### src/rtl/seg_display_if.sv
// Front-panel display bus: value/mode/cursor in, multiplexed segment/anode drive out.
interface seg_display_if;
    logic [19:0] display_value;
    logic [3:0]  display_mode;
    logic [2:0]  cursor_in;
    logic [7:0]  seg;
    logic [7:0]  an;

    modport master (
        output display_value,
        output display_mode,
        output cursor_in,
        input  seg,
        input  an
    );

    modport slave (
        input  display_value,
        input  display_mode,
        input  cursor_in,
        output seg,
        output an
    );
endinterface

### src/rtl/seg_display_driver.sv
// 8-digit common-anode 7-segment driver: sequential binary-to-BCD conversion,
// leading-zero blanking, mode annunciator, cursor blink and digit scanning.
module seg_display_driver #(
    parameter int unsigned SCAN_DIV  = 100000,
    parameter int unsigned BLINK_DIV = 25000000
) (
    input logic          clk,
    input logic          rst_n,
    seg_display_if.slave bus
);

    localparam int unsigned ScanW  = (SCAN_DIV > 1) ? $clog2(SCAN_DIV) : 1;
    localparam int unsigned BlinkW = (BLINK_DIV > 1) ? $clog2(BLINK_DIV) : 1;
    localparam logic [19:0] MaxVal = 20'd999999;

    typedef enum logic [1:0] {StIdle, StLoad, StShift, StCommit} state_e;

    state_e            state_q, state_d;
    logic [19:0]       cap_value_q;
    logic [3:0]        cap_mode_q;
    logic [19:0]       bin_q;
    logic [23:0]       bcd_q;
    logic [23:0]       bcd_adj;
    logic [4:0]        shift_cnt_q;
    logic [23:0]       bcd_disp_q;
    logic [3:0]        disp_mode_q;
    logic [ScanW-1:0]  scan_cnt_q;
    logic [2:0]        scan_idx_q;
    logic [BlinkW-1:0] blink_cnt_q;
    logic              blink_on_q;
    logic [7:0]        seg_q, an_q;
    logic [7:0]        upper_nz;
    logic              cursor_act;
    logic [3:0]        nib;
    logic [7:0]        letter;
    logic [7:0]        digit_seg;

    // Top BCD bit is shifted out; it is always zero for clamped inputs.
    logic unused_bcd_msb;
    assign unused_bcd_msb = bcd_adj[23];

    function automatic logic [7:0] num_seg(input logic [3:0] n);
        case (n)
            4'd0:    num_seg = 8'hC0;
            4'd1:    num_seg = 8'hF9;
            4'd2:    num_seg = 8'hA4;
            4'd3:    num_seg = 8'hB0;
            4'd4:    num_seg = 8'h99;
            4'd5:    num_seg = 8'h92;
            4'd6:    num_seg = 8'h82;
            4'd7:    num_seg = 8'hF8;
            4'd8:    num_seg = 8'h80;
            4'd9:    num_seg = 8'h90;
            default: num_seg = 8'hFF;
        endcase
    endfunction

    // Converter state register.
    always_ff @(posedge clk or negedge rst_n) begin
        if (!rst_n) state_q <= StIdle;
        else        state_q <= state_d;
    end

    // Converter next state: restart whenever the input pair differs from the captured one.
    always_comb begin
        state_d = state_q;
        case (state_q)
            StIdle:   if ({bus.display_value, bus.display_mode} != {cap_value_q, cap_mode_q})
                          state_d = StLoad;
            StLoad:   state_d = StShift;
            StShift:  if (shift_cnt_q == 5'd19) state_d = StCommit;
            StCommit: state_d = StIdle;
            default:  state_d = StIdle;
        endcase
    end

    // Double-dabble add-3 correction on every nibble >= 5.
    always_comb begin
        for (int i = 0; i < 6; i++) begin
            bcd_adj[i*4 +: 4] = (bcd_q[i*4 +: 4] >= 4'd5) ? bcd_q[i*4 +: 4] + 4'd3
                                                            : bcd_q[i*4 +: 4];
        end
    end

    // Conversion datapath; the display registers change only in COMMIT.
    always_ff @(posedge clk or negedge rst_n) begin
        if (!rst_n) begin
            cap_value_q <= '0;
            cap_mode_q  <= '0;
            bin_q       <= '0;
            bcd_q       <= '0;
            shift_cnt_q <= '0;
            bcd_disp_q  <= '0;
            disp_mode_q <= '0;
        end else begin
            case (state_q)
                StLoad: begin
                    cap_value_q <= bus.display_value;
                    cap_mode_q  <= bus.display_mode;
                    bin_q       <= (bus.display_value > MaxVal) ? MaxVal : bus.display_value;
                    bcd_q       <= '0;
                    shift_cnt_q <= '0;
                end
                StShift: begin
                    bcd_q       <= {bcd_adj[22:0], bin_q[19]};
                    bin_q       <= {bin_q[18:0], 1'b0};
                    shift_cnt_q <= shift_cnt_q + 5'd1;
                end
                StCommit: begin
                    bcd_disp_q  <= bcd_q;
                    disp_mode_q <= cap_mode_q;
                end
                default: ;
            endcase
        end
    end

    // Scan and blink timebases, both free-running.
    always_ff @(posedge clk or negedge rst_n) begin
        if (!rst_n) begin
            scan_cnt_q  <= '0;
            scan_idx_q  <= '0;
            blink_cnt_q <= '0;
            blink_on_q  <= 1'b1;
        end else begin
            if (scan_cnt_q == ScanW'(SCAN_DIV - 1)) begin
                scan_cnt_q <= '0;
                scan_idx_q <= scan_idx_q + 3'd1;
            end else begin
                scan_cnt_q <= scan_cnt_q + ScanW'(1);
            end
            if (blink_cnt_q == BlinkW'(BLINK_DIV - 1)) begin
                blink_cnt_q <= '0;
                blink_on_q  <= ~blink_on_q;
            end else begin
                blink_cnt_q <= blink_cnt_q + BlinkW'(1);
            end
        end
    end

    // Segment pattern for the digit currently being scanned.
    always_comb begin
        // upper_nz[i]: some numeric digit at position i or above is non-zero
        upper_nz = '0;
        for (int i = 5; i >= 0; i--) begin
            upper_nz[i] = upper_nz[i+1] | (bcd_disp_q[i*4 +: 4] != 4'd0);
        end
        cursor_act = ((disp_mode_q == 4'd0) || (disp_mode_q == 4'd1) || (disp_mode_q == 4'd5))
                     && (bus.cursor_in <= 3'd2);
        case (scan_idx_q)
            3'd0:    nib = bcd_disp_q[3:0];
            3'd1:    nib = bcd_disp_q[7:4];
            3'd2:    nib = bcd_disp_q[11:8];
            3'd3:    nib = bcd_disp_q[15:12];
            3'd4:    nib = bcd_disp_q[19:16];
            3'd5:    nib = bcd_disp_q[23:20];
            default: nib = 4'd0;
        endcase
        case (disp_mode_q)
            4'd0:    letter = 8'h8E;
            4'd1:    letter = 8'h8C;
            4'd2:    letter = 8'hA1;
            4'd3:    letter = 8'hAF;
            4'd4:    letter = 8'h92;
            4'd5:    letter = 8'h89;
            4'd6:    letter = 8'hC1;
            4'd7:    letter = 8'h88;
            default: letter = 8'hFF;
        endcase
        digit_seg = 8'hFF;
        if (scan_idx_q == 3'd7) begin
            digit_seg = letter;
        end else if (scan_idx_q <= 3'd5) begin
            if (cursor_act && (scan_idx_q == bus.cursor_in)) begin
                digit_seg = blink_on_q ? num_seg(nib) : 8'hFF;
            end else if ((scan_idx_q == 3'd0) || upper_nz[scan_idx_q]) begin
                digit_seg = num_seg(nib);
            end
        end
    end

    // Registered pin drive.
    always_ff @(posedge clk or negedge rst_n) begin
        if (!rst_n) begin
            seg_q <= 8'hFF;
            an_q  <= 8'hFF;
        end else begin
            seg_q <= digit_seg;
            an_q  <= ~(8'd1 << scan_idx_q);
        end
    end

    assign bus.seg = seg_q;
    assign bus.an  = an_q;

endmodule

### src/flat_wrapper.sv
// flat-port wrapper written by rule: the top's interface ports become plain ports
module seg_display_driver_flat 
#(
    parameter int unsigned SCAN_DIV  = 100000,
    parameter int unsigned BLINK_DIV = 25000000
)
  (clk, rst_n, bus_display_value, bus_display_mode, bus_cursor_in, bus_seg, bus_an);
  seg_display_if bus_i ();
  input logic clk;
  input logic rst_n;
  input wire logic [$bits(bus_i.display_value)-1:0] bus_display_value;
  input wire logic [$bits(bus_i.display_mode)-1:0] bus_display_mode;
  input wire logic [$bits(bus_i.cursor_in)-1:0] bus_cursor_in;
  output wire logic [$bits(bus_i.seg)-1:0] bus_seg;
  output wire logic [$bits(bus_i.an)-1:0] bus_an;
  assign bus_i.display_value = bus_display_value;
  assign bus_i.display_mode = bus_display_mode;
  assign bus_i.cursor_in = bus_cursor_in;
  assign bus_seg = bus_i.seg;
  assign bus_an = bus_i.an;
  seg_display_driver #(.SCAN_DIV(SCAN_DIV), .BLINK_DIV(BLINK_DIV)) u_core (.clk(clk), .rst_n(rst_n), .bus(bus_i));
endmodule
### config.mk
export PLATFORM = sky130hd
export DESIGN_NAME = seg_display_driver_flat
export DESIGN_NICKNAME = d
export VERILOG_FILES = /design/src/rtl/seg_display_if.sv /design/src/rtl/seg_display_driver.sv /design/src/flat_wrapper.sv
export SDC_FILE = /design/constraint.sdc
export NUM_CORES = 1
export LEC_CHECK = 0
export ABC_CLOCK_PERIOD_IN_PS = 5800
export CAP_MARGIN = 5
export CORE_UTILIZATION = 58
export DETAILED_ROUTE_END_ITERATION = 10
export PLACE_DENSITY = 0.76
export SETUP_SLACK_MARGIN = 0.2
export SYNTH_ARGS = -nofsm -noshare
export SYNTH_HDL_FRONTEND = slang
export SYNTH_SLANG_ARGS = --single-unit
### constraint.sdc
create_clock -name clk -period 5.8 [get_ports clk]
set_input_delay 0.58 -clock clk [delete_from_list [all_inputs] [get_ports clk]]
set_output_delay 0.58 -clock clk [all_outputs]
set_load 0.01 [all_outputs]
==> impl_metrics.toml, run 1 <==
[status]
status = "completed"

[logic_synthesis]
syn_area_um2 = 8270
async_flop_share_pct = 100
yosysSeqAreaShare_pct = 49.9
synth-seq-cells = 164
synth.area.top_cells = "dfrtp_1 45%, mux2_2 6.8%, xnor2_1 6.1%"
synth_top_area_share_pct = 44.8
yosys_warnings = 0
synth.avg_cell_area_um2 = 10.5
syn-num-nets = 848
synth.largest_area_cell = "dfrtp_1"
yosysUniqueCellTypes = 67
synth-edff-count = 0
synth-main-ff-cell = "dfrtp_1"
syn_inst = 784

[clock_network]
worstSkewPairLatency_ns = 0.43
cts_resized = 0
postCtsSetupBuffers = 0
root_buffer = "clkbuf_16"
htreeDepth = 4
numCtsBuffers = 17
postCtsHoldBufs = 0
path_clk_slew_ns = 0.06
cts_tree = "yes"
cts_max_path_buffers = 2
clock_sinks = 164

[global_route]
grt_use_total_pct = 25.2
antenna_found_initial = 0
grt_pass1_vias = 6017
grt_max_degree = 104
grt_first_pass_wirelength_um = 28800
overflow = 0

[setup_path]
path_cells = "inv_1 -> ha_1 -> nand2_1 -> o221ai_1 -> or2_2 -> a221oi_1 -> a31oi_1"
start_kind = "register"
r2r_start = "u_core.scan_idx_q[2]"
crit_type = "register to register"
worstPathArrival_ns = 3.05
slowest_delay_ns = 0.71
reg2reg_depth = 7
crit_family = "compound AO/OA/AOI/OAI gates"
cp_slowest_cell = "dfrtp_1"
reg2reg_slack_ns = 3.08
cp_max_fo = 18
required_ns = 6.13
crit_start = "u_core.scan_idx_q[2]"
critPathBufInv = 1
r2r-end = "u_core.bus.seg[3]"
worst_setup_path_end_kind = "register"

[cells_and_area]
layout-drive-gt1-share_pct = 13.6
fin_area_um2 = 9440
mostFrequentLayoutCell = "dfrtp_1"
fin_nets = 880
layout_common_cells = "148 x dfrtp_1, 60 x inv_1, 58 x xnor2_1"
n_antenna_cell = 0
area_growth_syn_to_layout_pct = 14.1

[floorplan]
die_y_um = 121
coreArea_um2 = 13900
start_util_pct = 59.6
rows = 43
ios = 45
die_w_um = 121
die_area_um2 = 14700

[detailed_routing]
wl_um = 17100
dr.first_iter.drc_count = 478
drcViolationCount = 0
via_per_inst = 5.96
wire_per_inst_um = 16.9
first_pass_iters = 8
dr_total_vias = 6009
ant_nets = 0

[power]
seqPwrFrac_pct = 39.3
netSwitchingPower_mw = 1.49
clkPwrFrac_pct = 27.2
irDropWorstVdd_v = 0.000373
p_sw_share_pct = 34.4
power_density_nw_per_um2 = 460
intPower_mw = 2.85
cellLeakagePower_nw = 3.99
comb_power_share_pct = 33.5

[flow_run]
drv_cap = 0

[timing]
rsz0062_at_grt = "false"
hold_ws_ns = 0.257
hold_violations = 0
setup_violations = 0
final-max-slew-violation-count = 0
tightest_slew_ns = 1.03
fin_crit_ns = 2.72
maxSlewHeadroom_pct = 31.3
period_share_pct = 47.0
finClkSkew_ns = 0.0128
max_freq_ghz = 0.367
setup-tns-final_ns = 0

[placed_design]
place_congestion = 0.890
dp_hpwl_um = 11600
placed_area_um2 = 8810
portBuffers = 43

[min_path]
worstHoldPathType = "primary input to asynchronous set/reset pin"
## layer usage
layer / GRT usage [%] / wire [µm] / vias to the layer above
li1: - / - / 2836
met1: 31.1 / 7400 / 2969
met2: 42.5 / 8530 / 160
met3: 4.93 / 680 / 44
met4: 11.9 / 484 / 0
met5: 0 / 0 / -
## Yosys cell counts (2+ instances only)
cell type	count
dfrtp_1	148
inv_1	60
xnor2_1	58
nor2_1	54
mux2_2	50
nand2_1	39
ha_1	35
a21oi_1	31
o21ai_0	29
o22ai_1	27
nand3_1	26
nor3_1	22
clkbuf_1	19
a31oi_1	18
dfstp_2	16
nand4_1	16
xor2_1	15
nor4_1	14
nand2b_1	10
mux2i_1	9
a22oi_1	7
buf_1	7
o32ai_1	6
buf_2	5
a2111oi_0	4
or3_1	4
and3_1	3
nor2b_1	3
nor3b_1	3
a21boi_0	2
a221oi_1	2
a41oi_1	2
buf_4	2
nor4_4	2
o221ai_1	2
o31ai_1	2
or4_1	2
## flip-flops by register name (all words and copies together), names as in the netlist
signal,flops
u_core.bcd_disp_q,24
u_core.bcd_q,24
u_core.bin_q,20
u_core.blink_cnt_q,25
u_core.blink_on_q,1
u_core.bus.an,8
u_core.bus.seg,7
u_core.cap_mode_q,4
u_core.cap_value_q,20
u_core.disp_mode_q,4
u_core.scan_cnt_q,17
u_core.scan_idx_q,3
u_core.shift_cnt_q,5
u_core.state_q,2
## power by group through the flow
| stage | logic (mW) | clock network (mW) | registers (mW) |
|---|---|---|---|
| 2_1_floorplan | 1.13 | 0 | 1.66 |
| 3_3_place_gp | 1.37 | 0 | 1.70 |
| 3_5_place_dp | 1.44 | 0 | 1.72 |
| 4_1_cts | 1.46 | 1.20 | 1.70 |
| 5_1_grt | 1.62 | 1.25 | 1.75 |
| 6_report | 1.46 | 1.18 | 1.71 |
## final cells by class
type,count,area [µm²]
clock buffer,21,480
tap,180,225
multi-input combinational,526,3770
timing repair buffer,47,462
inverter,60,225
fill,1013,4440
sequential,164,4120
clock inverter,11,149
## per-stage QoR
stage	setup WS (ns)	utilization, %	power (mW)	instances
6_report	3.08	68.0	4.34	1009
3_5_place_dp	3.18	63.5	3.16	977
3_3_place_gp	3.20	63.5	3.07	977
4_1_cts	3.15	68.0	4.36	1009
5_1_grt	2.83	68.0	4.61	1009
2_1_floorplan	3.54	-	2.78	784
## kinds of logic after synthesis
| group | share of synthesized area, % |
|---|---|
| other | 0.0454 |
| AO/OA/AOI/OAI | 11.5 |
| XOR/XNOR | 7.73 |
| AND/OR/NAND/NOR | 13.1 |
| adder cells (fa/ha/maj) | 5.30 |
| multiplexers | 7.90 |
| flip-flops | 49.9 |
| buffers and inverters | 4.52 |
## worst register-to-register path: stages, from the launching register on
cell and delay [ns]:
dfrtp_1 0.71, inv_1 0.19, ha_1 0.36, nand2_1 0.10, o221ai_1 0.34, or2_2 0.47, a221oi_1 0.32, a31oi_1 0.13
## worst max path at each step
stage	end	cells past startpoint	slack, ns
floorplan	u_core.bus.seg[6]	10	3.54
global placement	u_core.bus.seg[6]	7	3.20
detailed placement	u_core.bcd_q[12]	4	3.18
CTS	u_core.bus.seg[3]	7	3.15
global route	u_core.bus.seg[4]	10	2.83
finish	u_core.bus.seg[3]	7	3.08
No activity file was read; power rests on OpenSTA's default activity.
==> run 2, diff against run 1 <==
- ABC_CLOCK_PERIOD_IN_PS: 5800 -> 2800
- clock period: 5.8 -> 2.8 ns (I/O delays scaled with it)
==> run 2 against run 1 <==
Against the previous run: critical path depth is 3 higher; utilization is 0.39 points higher; worst hold slack better by 0.15 ns; maximum frequency is 11% higher; die area stayed put; sequential share of layout area is 0.22 points lower; combinational power is 110% higher; critical path type unchanged; global-route usage is 0.59 points higher; first-iteration DRC count is 15% higher; count of clock-buffer cells in the layout is 2 higher; sequential cell count stayed put; largest cell class unchanged.
==> impl_metrics.toml, run 2 (synthesized netlist as in run 1, its figures left out) <==
[status]
status = "completed"

[detailed_routing]
first_pass_iters = 5
ant_nets = 0
dr.first_iter.drc_count = 551
dr_total_vias = 5997
wire_per_inst_um = 17.3
wl_um = 17600
via_per_inst = 5.89
drcViolationCount = 0

[global_route]
grt_pass1_vias = 6220
overflow = 0
grt_first_pass_wirelength_um = 29800
grt_use_total_pct = 25.8
antenna_found_initial = 0
grt_max_degree = 61

[power]
irDropWorstVdd_v = 0.000806
cellLeakagePower_nw = 4.00
power_density_nw_per_um2 = 929
total_power_mw = 8.82

[clock_network]
root_buffer = "clkbuf_16"
numCtsBuffers = 17
cts_tree = "yes"
cts_max_path_buffers = 2
htreeDepth = 4
postCtsSetupBuffers = 0
path_clk_slew_ns = 0.06
worstSkewPairLatency_ns = 0.43
clock_sinks = 164

[placed_design]
place_congestion = 0.913
portBuffers = 43
dp_hpwl_um = 12200

[setup_path]
worstPathArrival_ns = 2.79
crit_type = "register to register"
reg2reg_depth = 10
required_ns = 3.13
r2r_start = "u_core.scan_idx_q[0]"
start_kind = "register"
reg2reg_slack_ns = 0.34
r2r-end = "u_core.bus.seg[5]"
worst_setup_path_end_kind = "register"
cp_max_fo = 6

[timing]
rsz0062_at_grt = "true"
period_share_pct = 88.0
setup_violations = 0
finClkSkew_ns = 0.0105
hold_violations = 0
final-max-slew-violation-count = 0
tightest_slew_ns = 0.811
fin_crit_ns = 2.46
setup-tns-final_ns = 0
max_freq_ghz = 0.406
maxSlewHeadroom_pct = 45.5

[floorplan]
die_w_um = 121
die_y_um = 121
die_area_um2 = 14700
rows = 43
ios = 45
coreArea_um2 = 13900
start_util_pct = 59.6

[cells_and_area]
regArea_um2 = 4130
n_antenna_cell = 0
layout_common_cells = "146 x dfrtp_1, 60 x inv_1, 58 x xnor2_1"
fillers = 1056
multiInputGateArea_um2 = 3810
fin_nets = 890
top_regs = "u_core.blink_cnt_q x25, u_core.bcd_disp_q x24, u_core.bcd_q x24"
area_growth_syn_to_layout_pct = 14.8
mostFrequentLayoutCell = "dfrtp_1"
largest_reg_flops = 25
layout-drive-gt1-share_pct = 15.0
top_register = "u_core.blink_cnt_q"

[min_path]
worstHoldPathType = "primary input to asynchronous set/reset pin"

[flow_run]
drv_cap = 0
-- run 2: cell count changes in the layout (fill, tap and decap cells not counted), sizes merged --
cell         change
buf              +9
bufinv           -3
clkbuf           +2
clkinv           +1
clkinvlp         -1
dlygate4sd3      +1
inv              +1
-- run 2: layout make-up --
type | instances | area share (%)
clock buffers | 23 | 5.04
clock inverters | 9 | 0.765
inverters | 60 | 2.37
multi-input cells | 526 | 40.2
flip-flops and latches | 164 | 43.5
well taps | 180 | 2.37
repair buffers | 57 | 5.81
-- run 2: worst max path at each step --
stage	start	to	slack (ns)	cells after the start
3_5_place_dp	u_core.scan_idx_q[1]	u_core.bus.seg[0]	0.23	10
4_1_cts	u_core.scan_idx_q[1]	u_core.bus.seg[5]	0.27	10
2_1_floorplan	u_core.scan_idx_q[2]	u_core.bus.seg[6]	0.54	10
6_report	u_core.scan_idx_q[0]	u_core.bus.seg[5]	0.34	10
3_3_place_gp	u_core.scan_idx_q[1]	u_core.bus.seg[0]	0.37	10
5_1_grt	u_core.scan_idx_q[0]	u_core.bus.seg[5]	0.18	10
-- run 2: worst max-delay path, cell delays in order, from the launching register on --
cell and delay, ns:
dfrtp_2 0.46, inv_1 0.18, ha_1 0.27, a22oi_1 0.12
a22oi_1 0.27, a21oi_2 0.10, inv_1 0.10, ha_1 0.13
a21boi_0 0.30, o21ai_0 0.21, a41oi_1 0.23
-- run 2: where the power goes --
part           switching, mW  total [mW]  internal, mW
combinational           1.70        3.10          1.40
sequential             0.500        3.55          3.05
clock                  0.957        2.17          1.22
total                   3.16        8.82          5.66
-- run 2: what timing repair did --
item / CTS / global route
hold buffers: 1 / 0
endpoints found under the setup margin: 2 / 5
gates resized for setup: 2 / 7
pin swaps: 0 / 0
hold endpoints to repair: 46 / 0
-- run 2: per-layer routing --
metal  GRT usage [%]  share of wire [%]  vias up
met5               0                  0        -
met2            43.6                 51      141
met4            8.95                1.8        0
met1            33.6                 44     2975
met3            4.18                3.3       33
li1                -                  -     2848
-- run 2: through the flow --
stage	instance area (µm²)	cells	setup WS [ns]	hold WS, ns	utilization, %
floorplan	8270	784	0.541	-0.0156	-
global placement	8890	986	0.373	0.291	64.0
detailed placement	8890	986	0.232	0.298	64.0
CTS	9450	1019	0.274	0.426	68.1
global route	9490	1019	0.184	0.459	68.4
finish	9490	1019	0.337	0.407	68.4
==> run 3, diff against run 2 <==
- CAP_MARGIN: 5 -> default
- GPL_TIMING_DRIVEN: default -> 0
==> run 3 against run 2 <==
Against the previous run: final area increased by 1.6%; sequential share of layout area decreased by 0.67 points; routed wire length increased by 3.4%; first-iteration DRC count decreased by 2.5%; worst hold slack improved by 0.038 ns; sequential power about the same; clock skew decreased by 0.0042 ns; largest cell class unchanged; power increased by 4.4%; non-clock buffer count increased by 25; final cell count increased by 2.3%; clock power increased by 6%; register-to-register slack got worse by 0.13 ns.
==> impl_metrics.toml, run 3 (synthesized netlist as in run 1, its figures left out) <==
[timing]
fin_crit_ns = 2.59
hold_ws_ns = 0.445
finClkSkew_ns = 0.00634
tightest_slew_ns = 0.779
setup-tns-final_ns = 0
hold_violations = 0
setup_violations = 0
rsz0062_at_grt = "true"
period_share_pct = 92.7
maxSlewHeadroom_pct = 47.6
final-max-slew-violation-count = 0
max_freq_ghz = 0.385

[setup_path]
r2r_start = "u_core.scan_idx_q[0]"
required_ns = 3.12
path_cells = "inv_1 -> ha_1 -> clkbuf_4 -> a22oi_1 -> a22oi_1 -> a21oi_2 -> ha_1 -> inv_1 -> a2111oi_1 -> a211o_1 -> a31oi_1"
cp_slowest_cell = "dfrtp_2"
crit_type = "register to register"
critPathBufInv = 3
r2r-end = "u_core.bus.seg[4]"
slowest_delay_ns = 0.42
start_kind = "register"
worstPathArrival_ns = 2.92
worst_setup_path_end_kind = "register"
crit_family = "compound AO/OA/AOI/OAI gates"
reg2reg_depth = 11
reg2reg_slack_ns = 0.21
cp_max_fo = 10

[floorplan]
rows = 43
die_y_um = 121
coreArea_um2 = 13900
die_area_um2 = 14700
start_util_pct = 59.6
die_w_um = 121
ios = 45

[detailed_routing]
first_pass_iters = 5
ant_nets = 0
dr.first_iter.drc_count = 537
dr_total_vias = 6248
wl_um = 18200
wire_per_inst_um = 17.5
drcViolationCount = 0
via_per_inst = 6.00

[cells_and_area]
fin_nets = 915
layout_common_cells = "146 x dfrtp_1, 60 x inv_1, 58 x xnor2_1"
mostFrequentLayoutCell = "dfrtp_1"
final_util_pct = 69.5
instances_no_fill = 1042
area_growth_syn_to_layout_pct = 16.6
fillers = 991
top_regs = "u_core.blink_cnt_q x25, u_core.bcd_disp_q x24, u_core.bcd_q x24"
top_register = "u_core.blink_cnt_q"
n_antenna_cell = 0
largest_reg_flops = 25
layout-drive-gt1-share_pct = 14.8

[clock_network]
path_clk_slew_ns = 0.06
worstSkewPairLatency_ns = 0.43
root_buffer = "clkbuf_16"
clock_sinks = 164
cts_max_path_buffers = 2
cts_tree = "yes"
numCtsBuffers = 17
htreeDepth = 4

[power]
total_power_mw = 9.21
cellLeakagePower_nw = 4.06
power_density_nw_per_um2 = 955
irDropWorstVdd_v = 0.000571

[min_path]
worstHoldPathType = "primary input to asynchronous set/reset pin"

[status]
status = "completed"

[global_route]
grt_use_total_pct = 26.1
grt_max_degree = 88
grt_pass1_vias = 6201
antenna_found_initial = 0
overflow = 0
grt_first_pass_wirelength_um = 29800

[placed_design]
portBuffers = 43
place_congestion = 0.920
dp_hpwl_um = 12600
placed_cells = 1008

[flow_run]
drv_cap = 0
## run 3: what timing repair did
action                                  4_1_cts  5_1_grt
endpoints found under the setup margin        4        5
resized for setup                             8        9
endpoints found under the hold margin        71        0
setup buffers                                 0        3
hold buffers                                  1        0
pin swaps                                     1        3
## run 3: final cells by class
cell class              instances  area (µm²)  area share, %
clock buffers                  22         484           5.02
flip-flops and latches        164        4130           42.8
well taps                     180         225           2.34
multi-input cells             526        3830           39.7
repair buffers                 48         492           5.10
clock inverters                 8         101           1.05
inverters                      60         225           2.34
plain buffers                  34         155           1.61
## run 3: layer usage
layer / vias to the layer above / wire length, µm / global-route usage, %
met5: - / 0 / 0
met4: 0 / 318 / 10.0
met3: 35 / 978 / 5.83
met2: 210 / 9030 / 42.5
met1: 3095 / 7890 / 33.7
li1: 2908 / - / -
## run 3: worst max-delay path by stage
stage | slack [ns] | to | from | cells after the start
floorplan | 0.54 | u_core.bus.seg[6] | u_core.scan_idx_q[2] | 10
global placement | -4.91 | u_core.cap_value_q[12] | rst_n | 1
detailed placement | 0.1 | u_core.bus.seg[3] | u_core.scan_idx_q[2] | 10
CTS | 0.23 | u_core.bus.seg[3] | u_core.scan_idx_q[0] | 12
global route | 0.13 | u_core.bus.seg[4] | u_core.scan_idx_q[0] | 11
finish | 0.21 | u_core.bus.seg[4] | u_core.scan_idx_q[0] | 11
## run 3: stage by stage
step | cell area [µm²] | setup slack, ns
after floorplan | 8270 | 0.541
final | 9640 | 0.205
after global placement | 8920 | -4.91
after detailed placement | 8950 | 0.0982
after global routing | 9640 | 0.130
after CTS | 9580 | 0.234
## run 3: report_power, final
| part | internal [mW] | total (mW) | switching (mW) | leakage, nW |
|---|---|---|---|---|
| Combinational | 1.46 | 3.35 | 1.89 | 1.71 |
| Sequential | 3.05 | 3.55 | 0.507 | 2.07 |
| Clock | 1.39 | 2.30 | 0.910 | 0.280 |
| Total | 5.90 | 9.21 | 3.31 | 4.06 |
